`src/rtl/s247_core_scheduler_pkg.sv`:
```
`default_nettype none
// ============================================================================
//  Module      : s247_pkg
//  Description : Shared defaults, FSM state encoding and job descriptor type
//                for the s247 core scheduler.
//  Revision    : 1.0 - initial release
// ============================================================================
package s247_pkg;

    localparam int DEF_NUM_CORES   = 8;
    localparam int DEF_DATA_WIDTH  = 32;
    localparam int DEF_FIFO_DEPTH  = 4;
    localparam int DEF_WDOG_CYCLES = 1024;

    // Scheduler top-level state
    typedef enum logic [0:0] {
        ST_RUN  = 1'b0,
        ST_HALT = 1'b1
    } sched_state_e;

    // Job descriptor at the default width
    typedef logic [DEF_DATA_WIDTH-1:0] job_desc_t;

    // Index width that stays legal for a single-entry range
    function automatic int idx_width(input int n);
        return (n > 1) ? $clog2(n) : 1;
    endfunction

endpackage : s247_pkg
`default_nettype wire

```
`src/rtl/s247_core_scheduler_if.sv`:
```
`default_nettype none
// ============================================================================
//  Module      : s247_core_scheduler_if
//  Description : Job intake handshake and per-core start/done/busy bundle.
//                slave  = scheduler side, master = job source / core side.
//  Revision    : 1.0 - initial release
// ============================================================================
interface s247_core_scheduler_if
    import s247_pkg::*;
#(
    parameter int NUM_CORES  = DEF_NUM_CORES,
    parameter int DATA_WIDTH = DEF_DATA_WIDTH
);
    logic                  job_valid;
    logic                  job_ready;
    logic [DATA_WIDTH-1:0] job_data;
    logic [NUM_CORES-1:0]  core_start;
    logic [DATA_WIDTH-1:0] core_job;
    logic [NUM_CORES-1:0]  core_done;
    logic [NUM_CORES-1:0]  core_busy;

    modport slave (
        input  job_valid, job_data, core_done,
        output job_ready, core_start, core_job, core_busy
    );

    modport master (
        output job_valid, job_data, core_done,
        input  job_ready, core_start, core_job, core_busy
    );

endinterface : s247_core_scheduler_if
`default_nettype wire

```
`src/rtl/s247_core_scheduler_rr_arbiter.sv`:
```
`default_nettype none
// ============================================================================
//  Module      : s247_rr_arbiter
//  Description : Combinational round-robin picker. Searches upward from
//                last_grant+1 with wrap and returns the first requester as a
//                one-hot grant plus its index. No request -> grant of zero.
//  Revision    : 1.0 - initial release
// ============================================================================
module s247_rr_arbiter
    import s247_pkg::*;
#(
    parameter int NUM_CORES = DEF_NUM_CORES,
    parameter int IDX_W     = idx_width(NUM_CORES)
) (
    input  logic [NUM_CORES-1:0] req,
    input  logic [IDX_W-1:0]     last_grant,
    output logic [NUM_CORES-1:0] grant,
    output logic [IDX_W-1:0]     grant_idx
);

    logic             w_found;
    logic [IDX_W-1:0] w_cand;

    // Walk the candidates in priority order; the first requester wins
    always_comb begin
        grant     = '0;
        grant_idx = '0;
        w_found   = 1'b0;
        w_cand    = '0;
        for (int off = 1; off <= NUM_CORES; off++) begin
            w_cand = IDX_W'((int'(last_grant) + off) % NUM_CORES);
            if (!w_found && req[w_cand]) begin
                w_found       = 1'b1;
                grant[w_cand] = 1'b1;
                grant_idx     = w_cand;
            end
        end
    end

endmodule : s247_rr_arbiter
`default_nettype wire

```
`src/rtl/s247_core_scheduler.sv`:
```
`default_nettype none
// ============================================================================
//  Module      : s247_core_scheduler
//  Description : Job FIFO feeding a round-robin dispatcher over NUM_CORES
//                compute cores, with a RUN/HALT emergency state machine.
//                Optional per-core busy watchdog: define S247_SCHED_WDOG_EN.
//  Revision    : 1.0 - initial release
// ============================================================================
module s247_core_scheduler
    import s247_pkg::*;
#(
    parameter int NUM_CORES   = DEF_NUM_CORES,
    parameter int DATA_WIDTH  = DEF_DATA_WIDTH,
    parameter int FIFO_DEPTH  = DEF_FIFO_DEPTH,   // power of 2, >= 2
    parameter int WDOG_CYCLES = DEF_WDOG_CYCLES   // >= 2
) (
    input  logic                        wb_clk_i,
    input  logic                        rst_n,
    input  logic                        enable,
    input  logic [NUM_CORES-1:0]        core_mask,
    input  logic                        emergency_halt,
    s247_core_scheduler_if.slave        sched,
    output logic [$clog2(FIFO_DEPTH):0] fifo_count,
    output logic [NUM_CORES-1:0]        timeout,
    output logic                        halted
);

    localparam int c_IDX_W = idx_width(NUM_CORES);
    localparam int c_PTR_W = idx_width(FIFO_DEPTH);
    localparam int c_CNT_W = $clog2(FIFO_DEPTH) + 1;

    localparam logic [0:0]         c_ST_RUN    = ST_RUN;
    localparam logic [0:0]         c_ST_HALT   = ST_HALT;
    localparam logic [c_IDX_W-1:0] c_LAST_RST  = c_IDX_W'(NUM_CORES - 1);
    localparam logic [c_CNT_W-1:0] c_FIFO_FULL = c_CNT_W'(FIFO_DEPTH);

    // Reset synchroniser: assertion is immediate, release follows two edges
    logic [1:0] r_rst_sync;
    logic       w_rst_n;

    logic [0:0]             r_state;
    logic [DATA_WIDTH-1:0]  r_mem [FIFO_DEPTH];
    logic [c_PTR_W-1:0]     r_wr_ptr;
    logic [c_PTR_W-1:0]     r_rd_ptr;
    logic [c_CNT_W-1:0]     r_count;
    logic [NUM_CORES-1:0]   r_busy;
    logic [NUM_CORES-1:0]   r_core_start;
    logic [DATA_WIDTH-1:0]  r_core_job;
    logic [c_IDX_W-1:0]     r_last_grant;

    logic                   w_halted;
    logic                   w_job_ready;
    logic                   w_halt_enter;
    logic                   w_push;
    logic                   w_dispatch;
    logic [NUM_CORES-1:0]   w_req;
    logic [NUM_CORES-1:0]   w_grant;
    logic [c_IDX_W-1:0]     w_grant_idx;
    logic [NUM_CORES-1:0]   w_wdog_expire;

    // Two-flop reset release chain
    always_ff @(posedge wb_clk_i or negedge rst_n) begin
        if (!rst_n) begin
            r_rst_sync <= 2'b00;
        end else begin
            r_rst_sync <= {r_rst_sync[0], 1'b1};
        end
    end

    assign w_rst_n = r_rst_sync[1];

    // Handshake and dispatch qualification. Eligibility looks only at the
    // registered busy vector, so a core freed this cycle is granted next cycle.
    assign w_halted     = (r_state == c_ST_HALT);
    assign w_job_ready  = (r_count < c_FIFO_FULL) && !w_halted;
    assign w_halt_enter = (r_state == c_ST_RUN) && emergency_halt;
    assign w_push       = sched.job_valid && w_job_ready && !w_halt_enter;
    assign w_req        = core_mask & ~r_busy;
    assign w_dispatch   = (r_state == c_ST_RUN) && !emergency_halt && enable &&
                          (r_count != '0) && (|w_req);

    s247_rr_arbiter #(
        .NUM_CORES (NUM_CORES),
        .IDX_W     (c_IDX_W)
    ) u_rr_arbiter (
        .req        (w_req),
        .last_grant (r_last_grant),
        .grant      (w_grant),
        .grant_idx  (w_grant_idx)
    );

    // RUN/HALT state: leave HALT only once the halt request is gone and
    // dispatch has been explicitly disabled
    always_ff @(posedge wb_clk_i or negedge w_rst_n) begin
        if (!w_rst_n) begin
            r_state <= c_ST_RUN;
        end else begin
            case (r_state)
                c_ST_RUN:  if (emergency_halt)            r_state <= c_ST_HALT;
                c_ST_HALT: if (!emergency_halt && !enable) r_state <= c_ST_RUN;
                default:                                  r_state <= c_ST_RUN;
            endcase
        end
    end

    // FIFO pointers and occupancy; HALT entry flushes everything
    always_ff @(posedge wb_clk_i or negedge w_rst_n) begin
        if (!w_rst_n) begin
            r_wr_ptr <= '0;
            r_rd_ptr <= '0;
            r_count  <= '0;
        end else if (w_halt_enter) begin
            r_wr_ptr <= '0;
            r_rd_ptr <= '0;
            r_count  <= '0;
        end else begin
            if (w_push) begin
                r_wr_ptr <= r_wr_ptr + c_PTR_W'(1);
            end
            if (w_dispatch) begin
                r_rd_ptr <= r_rd_ptr + c_PTR_W'(1);
            end
            case ({w_push, w_dispatch})
                2'b10:   r_count <= r_count + c_CNT_W'(1);
                2'b01:   r_count <= r_count - c_CNT_W'(1);
                default: r_count <= r_count;
            endcase
        end
    end

    // FIFO storage; contents are qualified by the pointers, so no reset
    always_ff @(posedge wb_clk_i) begin
        if (w_push) begin
            r_mem[r_wr_ptr] <= sched.job_data;
        end
    end

    // Registered start pulse and descriptor; descriptor reads zero when idle
    always_ff @(posedge wb_clk_i or negedge w_rst_n) begin
        if (!w_rst_n) begin
            r_core_start <= '0;
            r_core_job   <= '0;
            r_last_grant <= c_LAST_RST;
        end else begin
            r_core_start <= w_dispatch ? w_grant : '0;
            r_core_job   <= w_dispatch ? r_mem[r_rd_ptr] : '0;
            if (w_dispatch) begin
                r_last_grant <= w_grant_idx;
            end
        end
    end

    // Busy ownership: set by a grant, cleared by done, watchdog or HALT
    always_ff @(posedge wb_clk_i or negedge w_rst_n) begin
        if (!w_rst_n) begin
            r_busy <= '0;
        end else if (w_halt_enter) begin
            r_busy <= '0;
        end else begin
            r_busy <= (r_busy & ~sched.core_done & ~w_wdog_expire) |
                      (w_dispatch ? w_grant : '0);
        end
    end

`ifdef S247_SCHED_WDOG_EN
    localparam int c_WDOG_W = idx_width(WDOG_CYCLES);

    logic [NUM_CORES-1:0] r_timeout;

    for (genvar gi = 0; gi < NUM_CORES; gi++) begin : g_wdog
        logic [c_WDOG_W-1:0] r_cnt;

        // Per-core busy-cycle counter, restarted at each grant to this core
        always_ff @(posedge wb_clk_i or negedge w_rst_n) begin
            if (!w_rst_n) begin
                r_cnt <= '0;
            end else if (w_halt_enter || (w_dispatch && w_grant[gi])) begin
                r_cnt <= '0;
            end else if (r_busy[gi]) begin
                r_cnt <= r_cnt + c_WDOG_W'(1);
            end
        end

        assign w_wdog_expire[gi] = r_busy[gi] &&
                                   (r_cnt == c_WDOG_W'(WDOG_CYCLES - 1));
    end

    // Timeout flags latch on expiry and hold until reset
    always_ff @(posedge wb_clk_i or negedge w_rst_n) begin
        if (!w_rst_n) begin
            r_timeout <= '0;
        end else begin
            r_timeout <= r_timeout | w_wdog_expire;
        end
    end

    assign timeout = r_timeout;
`else
    // Watchdog compiled out: no counters, flags read constant zero
    localparam logic c_WDOG_ACTIVE = 1'b0 && (WDOG_CYCLES > 0);

    assign w_wdog_expire = '0;
    assign timeout       = {NUM_CORES{c_WDOG_ACTIVE}};
`endif

    assign sched.job_ready  = w_job_ready;
    assign sched.core_start = r_core_start;
    assign sched.core_job   = r_core_job;
    assign sched.core_busy  = r_busy;
    assign fifo_count       = r_count;
    assign halted           = w_halted;

endmodule : s247_core_scheduler
`default_nettype wire

```
`src/flat_wrapper.sv`:
```
// flat-port wrapper written by rule: the top's interface ports become plain ports
module s247_core_scheduler_flat import s247_pkg::*;
#(
    parameter int NUM_CORES   = DEF_NUM_CORES,
    parameter int DATA_WIDTH  = DEF_DATA_WIDTH,
    parameter int FIFO_DEPTH  = DEF_FIFO_DEPTH,                      
    parameter int WDOG_CYCLES = DEF_WDOG_CYCLES          
)
  (wb_clk_i, rst_n, enable, core_mask, emergency_halt, fifo_count, timeout, halted, sched_job_valid, sched_job_data, sched_core_done, sched_job_ready, sched_core_start, sched_core_job, sched_core_busy);
  s247_core_scheduler_if #(.NUM_CORES(NUM_CORES), .DATA_WIDTH(DATA_WIDTH)) sched_i ();
  input  logic wb_clk_i;
  input  logic rst_n;
  input  logic enable;
  input  logic [NUM_CORES-1:0] core_mask;
  input  logic emergency_halt;
  output logic [$clog2(FIFO_DEPTH):0] fifo_count;
  output logic [NUM_CORES-1:0] timeout;
  output logic halted;
  input wire logic [$bits(sched_i.job_valid)-1:0] sched_job_valid;
  input wire logic [$bits(sched_i.job_data)-1:0] sched_job_data;
  input wire logic [$bits(sched_i.core_done)-1:0] sched_core_done;
  output wire logic [$bits(sched_i.job_ready)-1:0] sched_job_ready;
  output wire logic [$bits(sched_i.core_start)-1:0] sched_core_start;
  output wire logic [$bits(sched_i.core_job)-1:0] sched_core_job;
  output wire logic [$bits(sched_i.core_busy)-1:0] sched_core_busy;
  assign sched_i.job_valid = sched_job_valid;
  assign sched_i.job_data = sched_job_data;
  assign sched_i.core_done = sched_core_done;
  assign sched_job_ready = sched_i.job_ready;
  assign sched_core_start = sched_i.core_start;
  assign sched_core_job = sched_i.core_job;
  assign sched_core_busy = sched_i.core_busy;
  s247_core_scheduler #(.NUM_CORES(NUM_CORES), .DATA_WIDTH(DATA_WIDTH), .FIFO_DEPTH(FIFO_DEPTH), .WDOG_CYCLES(WDOG_CYCLES)) u_core (.wb_clk_i(wb_clk_i), .rst_n(rst_n), .enable(enable), .core_mask(core_mask), .emergency_halt(emergency_halt), .sched(sched_i), .fifo_count(fifo_count), .timeout(timeout), .halted(halted));
endmodule
```
`config.mk`:
```
export PLATFORM = sky130hd
export DESIGN_NAME = s247_core_scheduler_flat
export DESIGN_NICKNAME = d
export VERILOG_FILES = /design/src/rtl/s247_core_scheduler_pkg.sv /design/src/rtl/s247_core_scheduler_if.sv /design/src/rtl/s247_core_scheduler_rr_arbiter.sv /design/src/rtl/s247_core_scheduler.sv /design/src/flat_wrapper.sv
export SDC_FILE = /design/constraint.sdc
export NUM_CORES = 1
export LEC_CHECK = 0
export CAP_MARGIN = 10
export CORE_MARGIN = 2
export CORE_UTILIZATION = 30
export DETAILED_ROUTE_END_ITERATION = 16
export PLACE_DENSITY = 0.49
export SETUP_SLACK_MARGIN = 0.15
export SLEW_MARGIN = 5
export SYNTH_ARGS = -nofsm -noshare
export SYNTH_HDL_FRONTEND = slang
export SYNTH_SLANG_ARGS = --single-unit
```
`constraint.sdc`:
```
create_clock -name wb_clk_i -period 3.85 [get_ports wb_clk_i]
set_input_delay 0.77 -clock wb_clk_i [delete_from_list [all_inputs] [get_ports wb_clk_i]]
set_output_delay 0.77 -clock wb_clk_i [all_outputs]
set_load 0.03 [all_outputs]
```
* Yosys cells after proc, flatten, opt, wreduce, memory -nomap -nowiden
Memory sizes are Yosys's and may differ from the RTL's.
Index checks and enable logic that the tools add are counted.
Widths: inputs -> output; s select.
** Storage, ports and cells
- Word-level logic and storage cells :: 163
- Bits in writable memories :: 128
- Memories :: 1
- Input port bits :: 53
- Register bits :: 61
- Output and inout bits :: 61
** Cells by class
- Add/sub/neg operators :: 12
- Reduce and logical (&&, ||, !) cells :: 40
- Bitwise operators :: 13
- Eq/ne operators :: 2
- Magnitude comparators :: 17
- Muxes and demuxes :: 69
** Memories
- u_core.r_mem :: words 4, width 32, read ports 1, clocked after memory_dff 0, wr ports 1, RTL line s247_core_scheduler.sv:42 : logic [DATA_WIDTH-1:0] r_mem [FIFO_DEPTH];
** Operators by type and width (count)
- $mux 8 :: 10
- $or 8x8->8 :: 8
- $lt 3x4->1 const B :: 8
- $mux 32 :: 1
- $mux 1 :: 27
- $mux 3 :: 9
- $bmux 1 s3 :: 8
- $demux 1 s3 :: 8
- $ge 3x1->1 const B :: 8
- $logic_and 1x1->1 :: 24
- $and 8x8->8 :: 2
- $not 8->8 :: 2
- $add 3x3->3 const B :: 4
- $logic_not 1->1 :: 11
- $add 3x1->3 const B :: 3
- $mux 2 :: 4
- $reduce_or 8->1 :: 1
- $add 3x2->3 const B :: 2
- $pmux 3 s2 :: 1
- $reduce_bool 3->1 :: 2
- $add 2x1->2 const B :: 2
- $reduce_bool 2->1 :: 2
- $lt 3x3->1 const B :: 1
- $sub 3x1->3 const B :: 1
- other kinds (4) :: 4

* Longest topological paths before layout
- Depth in word-level cells :: 29
- Depth in mapped cells :: 12
- Gate-level depth less buffers :: 9

* By module
Synthesis repeated with hierarchy kept, for this count alone.
** Second synthesis, totals
- Cell total of the unflattened synthesis :: 522
- Area total of the unflattened synthesis :: 8232.9 um^2
** By module, submodules not included
- s247_core_scheduler :: area each 7071.8 um^2, instances 1, cells an instance 383
- s247_rr_arbiter :: area each 1161.1 um^2, instances 1, cells an instance 139

* Worst setup path after synthesis
OpenSTA, ideal clock, no wires.
- Kind :: reg2reg
- Start :: register u_core.r_last_grant[0]
- End :: register u_core.r_last_grant[0]
- Buffers on the path :: 3
- Cell stages (with the launch flop) :: 12
- Library setup time :: 0.090 ns
- Period minus slack after synthesis :: 3.223 ns
- Arrival :: 3.133 ns
- Setup slack :: 0.627 ns
- Cell sequence :: dfstp_2 > inv_2 > buf_12 > clkbuf_1 > ha_1 > buf_2 > inv_1 > mux4_2 > nand2b_2 > o31ai_2 > and2b_1 > xnor2_1
** On the way
- Word-level cells in the longest chain between the ends :: 25
- Elaborated cells on any way between the ends :: 53
- Classes of those cells :: add/sub: 8; mux: 31; reduce/logical: 14
** Ends and longest elaborated chain
- start: declaration :: RTL line s247_core_scheduler.sv:49 : logic [c_IDX_W-1:0] r_last_grant;
- start signal: assignment :: RTL line s247_core_scheduler.sv:143 : r_last_grant <= c_LAST_RST;
- start signal: assignment :: RTL line s247_core_scheduler.sv:148 : r_last_grant <= w_grant_idx;
- $add 3x1->3 :: RTL line s247_core_scheduler_rr_arbiter.sv:31 : w_cand = IDX_W'((int'(last_grant) + off) % NUM_CORES);
- $bmux 1 s3 :: RTL line s247_core_scheduler_rr_arbiter.sv:32 : if (!w_found && req[w_cand]) begin
- $mux 1 (not written as such) :: RTL line s247_core_scheduler_rr_arbiter.sv:32
- $mux 1 :: RTL line s247_core_scheduler_rr_arbiter.sv:32
- $logic_not 1->1 :: RTL line s247_core_scheduler_rr_arbiter.sv:32
- $logic_and 1x1->1 :: RTL line s247_core_scheduler_rr_arbiter.sv:32
- $mux 1 :: RTL line s247_core_scheduler_rr_arbiter.sv:32
- $logic_not 1->1 :: RTL line s247_core_scheduler_rr_arbiter.sv:32
- [... 9 more ...]
- $logic_and 1x1->1 :: RTL line s247_core_scheduler_rr_arbiter.sv:32
- $mux 1 :: RTL line s247_core_scheduler_rr_arbiter.sv:32
- $logic_not 1->1 :: RTL line s247_core_scheduler_rr_arbiter.sv:32
- $logic_and 1x1->1 :: RTL line s247_core_scheduler_rr_arbiter.sv:32
- $mux 1 :: RTL line s247_core_scheduler_rr_arbiter.sv:32
- $logic_not 1->1 :: RTL line s247_core_scheduler_rr_arbiter.sv:32
- $logic_and 1x1->1 :: RTL line s247_core_scheduler_rr_arbiter.sv:32
- $mux 3 (*) :: RTL line s247_core_scheduler_rr_arbiter.sv:32
Every way passes the cells marked *; elsewhere a longest branch is shown, timed or not. The select of a mux whose other input is x is not followed.
A chain may end at the register's enable or synchronous reset.

* Worst setup path after layout
- Start :: input core_mask[4]
- End :: register u_core.r_busy[0] (netlist: u_core.sched.core_busy[0])
** On the way
- Word-level cells in the longest chain between the ends :: 28
- Elaborated cells on any way between the ends :: 58
- Classes of those cells :: mux: 33; bitwise: 9; reduce/logical: 16
** Ends and longest elaborated chain
- start: declaration :: RTL line flat_wrapper.sv:14 : input logic [NUM_CORES-1:0] core_mask;
- $and 8x8->8 (*) :: RTL line s247_core_scheduler.sv:78 : assign w_req = core_mask & ~r_busy;
- $bmux 1 s3 :: RTL line s247_core_scheduler_rr_arbiter.sv:32
- $mux 1 (not written as such) :: RTL line s247_core_scheduler_rr_arbiter.sv:32
- $mux 1 :: RTL line s247_core_scheduler_rr_arbiter.sv:32
- $logic_not 1->1 :: RTL line s247_core_scheduler_rr_arbiter.sv:32
- $logic_and 1x1->1 :: RTL line s247_core_scheduler_rr_arbiter.sv:32
- $mux 1 :: RTL line s247_core_scheduler_rr_arbiter.sv:32
- $logic_not 1->1 :: RTL line s247_core_scheduler_rr_arbiter.sv:32
- [... 12 more ...]
- $logic_and 1x1->1 :: RTL line s247_core_scheduler_rr_arbiter.sv:32
- $mux 1 :: RTL line s247_core_scheduler_rr_arbiter.sv:32
- $logic_not 1->1 :: RTL line s247_core_scheduler_rr_arbiter.sv:32
- $logic_and 1x1->1 :: RTL line s247_core_scheduler_rr_arbiter.sv:32
- $mux 8 :: RTL line s247_core_scheduler_rr_arbiter.sv:32
- $mux 8 (*) :: RTL line s247_core_scheduler.sv:161 : (w_dispatch ? w_grant : '0);
- $or 8x8->8 (*) :: RTL line s247_core_scheduler.sv:160 : r_busy <= (r_busy & ~sched.core_done & ~w_wdog_expire) |
- $mux 8 (*) :: RTL line s247_core_scheduler.sv:157 : end else if (w_halt_enter) begin
- end signal: assignment :: RTL line s247_core_scheduler.sv:160
- end: declaration :: RTL line s247_core_scheduler.sv:46 : logic [NUM_CORES-1:0] r_busy;
Marked as above.

==> flow_summary.json <==
{
  "status": "finished, final reports clean",
  "start_util": 0.305,
  "synthFlopType": "edfxtp_1",
  "synthTopCellsByCount": "edfxtp_1 (128), dfrtp_1 (58), nand2_1 (44), mux4_2 (42), and2_1 (33)",
  "drt_iter0_markers": 435,
  "final_cell_area_mm2": 0.0112,
  "slew-limit-headroom": 0.264,
  "post-synth-top-area-fraction": 0.439,
  "post-place-ws_ps": 9.67,
  "finClkSkew_ps": 18.7,
  "tightestPinTransition_ps": 1090,
  "slowest_stage": "mux4_2",
  "n_antenna_cell": 0,
  "switching_share": 0.406,
  "drtAntennaViolNets": 0,
  "post_drt_wl_per_cell_um": 21.7,
  "async_reset_ff_frac": 0.323,
  "critPathTopFamily": "multiplexers",
  "top_layer_used": "met5",
  "p_switching_mw": 3.30,
  "slew_violations": 0,
  "crit_type": "in -> reg",
  "vdd_drop_max_mv": 0.234,
  "cts_sinks": 189,
  "first_pass_iters": 4,
  "end_kind": "register",
  "synth_edf_count": 128,
  "cp.arrival_ps": 3770,
  "placed_area_mm2": 0.0105,
  "grt_usage": 0.168,
  "cts_setup_buffers": 0,
  "cts_buffers": 17,
  "core_mm2": 0.0287,
  "p_comb_frac": 0.466,
  "postCtsHoldBufs": 0,
  "yosysWarnings": 0,
  "routed-wl-met3_um": 1130,
  "met2_length_um": 12700,
  "cp.required_ps": 4170,
  "rsz0062_at_grt": "no",
  "fin_hold_ws_ps": 361,
  "cp_num_buf_inv": 2,
  "min_path_type": "reg -> reg",
  "fin_crit_ps": 3450,
  "fin_nets": 818,
  "ys_types": 69,
  "die_height_um": 175,
  "ys_seq_elements": 189,
  "cp_max_fo": 13,
  "slowest_delay_ps": 690,
  "antenna_found_initial": 2,
  "fmax_mhz": 290,
  "hold_viol": 0,
  "met1_length_um": 10900,
  "pin_count": 114,
  "grt_pass1_vias": 6085,
  "root_buffer": "clkbuf_16",
  "internal-power_mw": 4.82,
  "cts_tree": "done",
  "areaGrowthSynthToFinish_pct": 27.7,
  "finalSetupViolCount": 0,
  "clock_path_buffers": 2,
  "p_seq_frac": 0.306,
  "wirelength_um": 25000,
  "utilization": 0.389,
  "maxCapViolCount": 0,
  "layout-drive-gt1-share": 0.201,
  "path_clk_slew_ps": 80,
  "drc": 0,
  "synth_area_mm2": 0.00875,
  "critPathLaunchType": "input pin",
  "place_congestion": 0.907,
  "dp_hpwl_um": 17500,
  "fin_ws_ps": 397,
  "cts_resized": 0,
  "synth_most_common_cell": "edfxtp_1",
  "die_w_um": 175,
  "tns_ps": 0,
  "synth.area.top_cells": "edfxtp_1 (44%), dfrtp_1 (17%), mux4_2 (11%), mux2i_1 (2.6%), and2_1 (2.4%)",
  "yosysTopAreaCell": "edfxtp_1",
  "grt_max_degree": 39,
  "ys_seq_area_frac": 0.614,
  "dieArea_mm2": 0.0305,
  "grt.overflow.total": 0,
  "finalCritPeriodShare": 0.897,
  "io_buffers": 105,
  "p_clk_frac": 0.229,
  "synth_area_per_cell_um2": 14.4,
  "htree_levels": 4,
  "rows": 62,
  "grt_pass1_wl_um": 38300,
  "path_cells": "clkdlybuf4s50_1 > nor2b_1 > mux2i_1 > mux4_2 > nand3_1 > nor2_1 > a221oi_1 > buf_4 > a31oi_1",
  "vias": 5864,
  "powerDensity_mw_per_mm2": 727,
  "p_leak_nw": 4.01,
  "worstSkewPairLatency_ps": 440,
  "via_per_inst": 5.09,
  "syn_inst": 608
}
flip-flops by register name (all words and copies together), names as in the netlist:
signal                   cells
u_core.r_rst_sync            2
u_core.sched.core_busy       8
u_core.sched.core_start      8
u_core.r_mem               128
u_core.sched.core_job       32
u_core.fifo_count            3
u_core.halted                1
u_core.r_last_grant          3
u_core.r_wr_ptr              2
u_core.r_rd_ptr              2
worst paths after layout:
kind	cells after the start	slack (ps)	endpoint	start
min	0	360	u_core.r_rst_sync[1]$_DFF_PN0_	u_core.r_rst_sync[0]$_DFF_PN0_
max in group asynchronous	1	2530	u_core.sched.core_busy[5]$_DFF_PN0_	u_core.r_rst_sync[1]$_DFF_PN0_
min reg2reg	0	360	u_core.r_rst_sync[1]$_DFF_PN0_	u_core.r_rst_sync[0]$_DFF_PN0_
max reg2reg	9	410	u_core.sched.core_busy[0]$_DFF_PN0_	u_core.r_last_grant[1]$_DFFE_PN1P_
min in group asynchronous	0	420	u_core.sched.core_job[30]$_DFF_PN0_	u_core.r_rst_sync[1]$_DFF_PN0_
max	9	400	u_core.sched.core_busy[0]$_DFF_PN0_	core_mask[4]
worst reg2reg max path, stage by stage, from the launching register on:
cell,delay (ps)
dfstp_2,730
ha_1,290
xor2_2,320
mux4_2,410
mux2i_1,350
nand3_1,340
nor2_1,420
a221oi_1,190
buf_4,170
a31oi_1,140
metal layers:
metal,track usage,vias up
met5,0,-
met4,0.0427,4
met3,0.0359,23
met2,0.289,175
met1,0.217,3042
li1,-,2620
through the flow:
stage | power, mW | std cells
floorplan | 4.74 | 615
global placement | 6.38 | 1119
detailed placement | 6.26 | 1119
CTS | 8.14 | 1151
global route | 8.53 | 1151
finish | 8.12 | 1151
cell usage in the layout (no fill, tap or decap), types with 4 or more instances in the layout:
cell and n:
a211oi_1 4, nand2b_1 14, a31oi_1 8, mux4_2 42, clkbuf_16 17, o221ai_1 4, clkdlybuf4s50_1 105, nor3_1 9
a21oi_1 10, nor4_1 7, buf_4 55, or4_1 5, clkinv_8 5, and2_1 33, inv_1 5, conb_1 9
ha_1 10, nor2_1 27, o21ai_0 13, nor2b_1 16, dfrtp_1 55, edfxtp_1 128, nand2_1 44, o32ai_1 4
o22ai_1 10, inv_12 4, nand4_1 10, xnor2_1 4, and3_2 4, nand3_1 11, o31a_1 4, mux2i_1 23
cell families (layout without fill, tap and decap cells):
kind of cell | after synthesis | in the layout | share of synthesized area
AOI/OAI and AO/OA | 85 | 85 | 0.0684
DFF | 189 | 189 | 0.614
muxes | 69 | 69 | 0.140
xor gates and xnor gates | 7 | 7 | 0.00787
other | 2 | 9 | 0.000859
buffers and inverters | 48 | 200 | 0.0293
adders and majority gates | 11 | 11 | 0.0166
and+or+nand+nor | 197 | 197 | 0.123
power groups by stage:
stage	logic, mW	clock network [mW]	registers, mW
6_report	3.78	1.86	2.48
5_1_grt	4.03	1.99	2.51
4_1_cts	3.75	1.91	2.49
3_5_place_dp	3.73	0	2.53
3_3_place_gp	3.85	0	2.53
2_1_floorplan	2.23	0	2.51
layout make-up:
type / count / area, µm²
clock buffer: 17 / 425
clock inverter: 15 / 215
fill: 2740 / 17500
inverter: 7 / 26.3
multi-input combinational: 378 / 3160
sequential: 189 / 5380
tap: 384 / 480
timing repair buffer: 161 / 1480
Power figures use the tool's default switching activity.
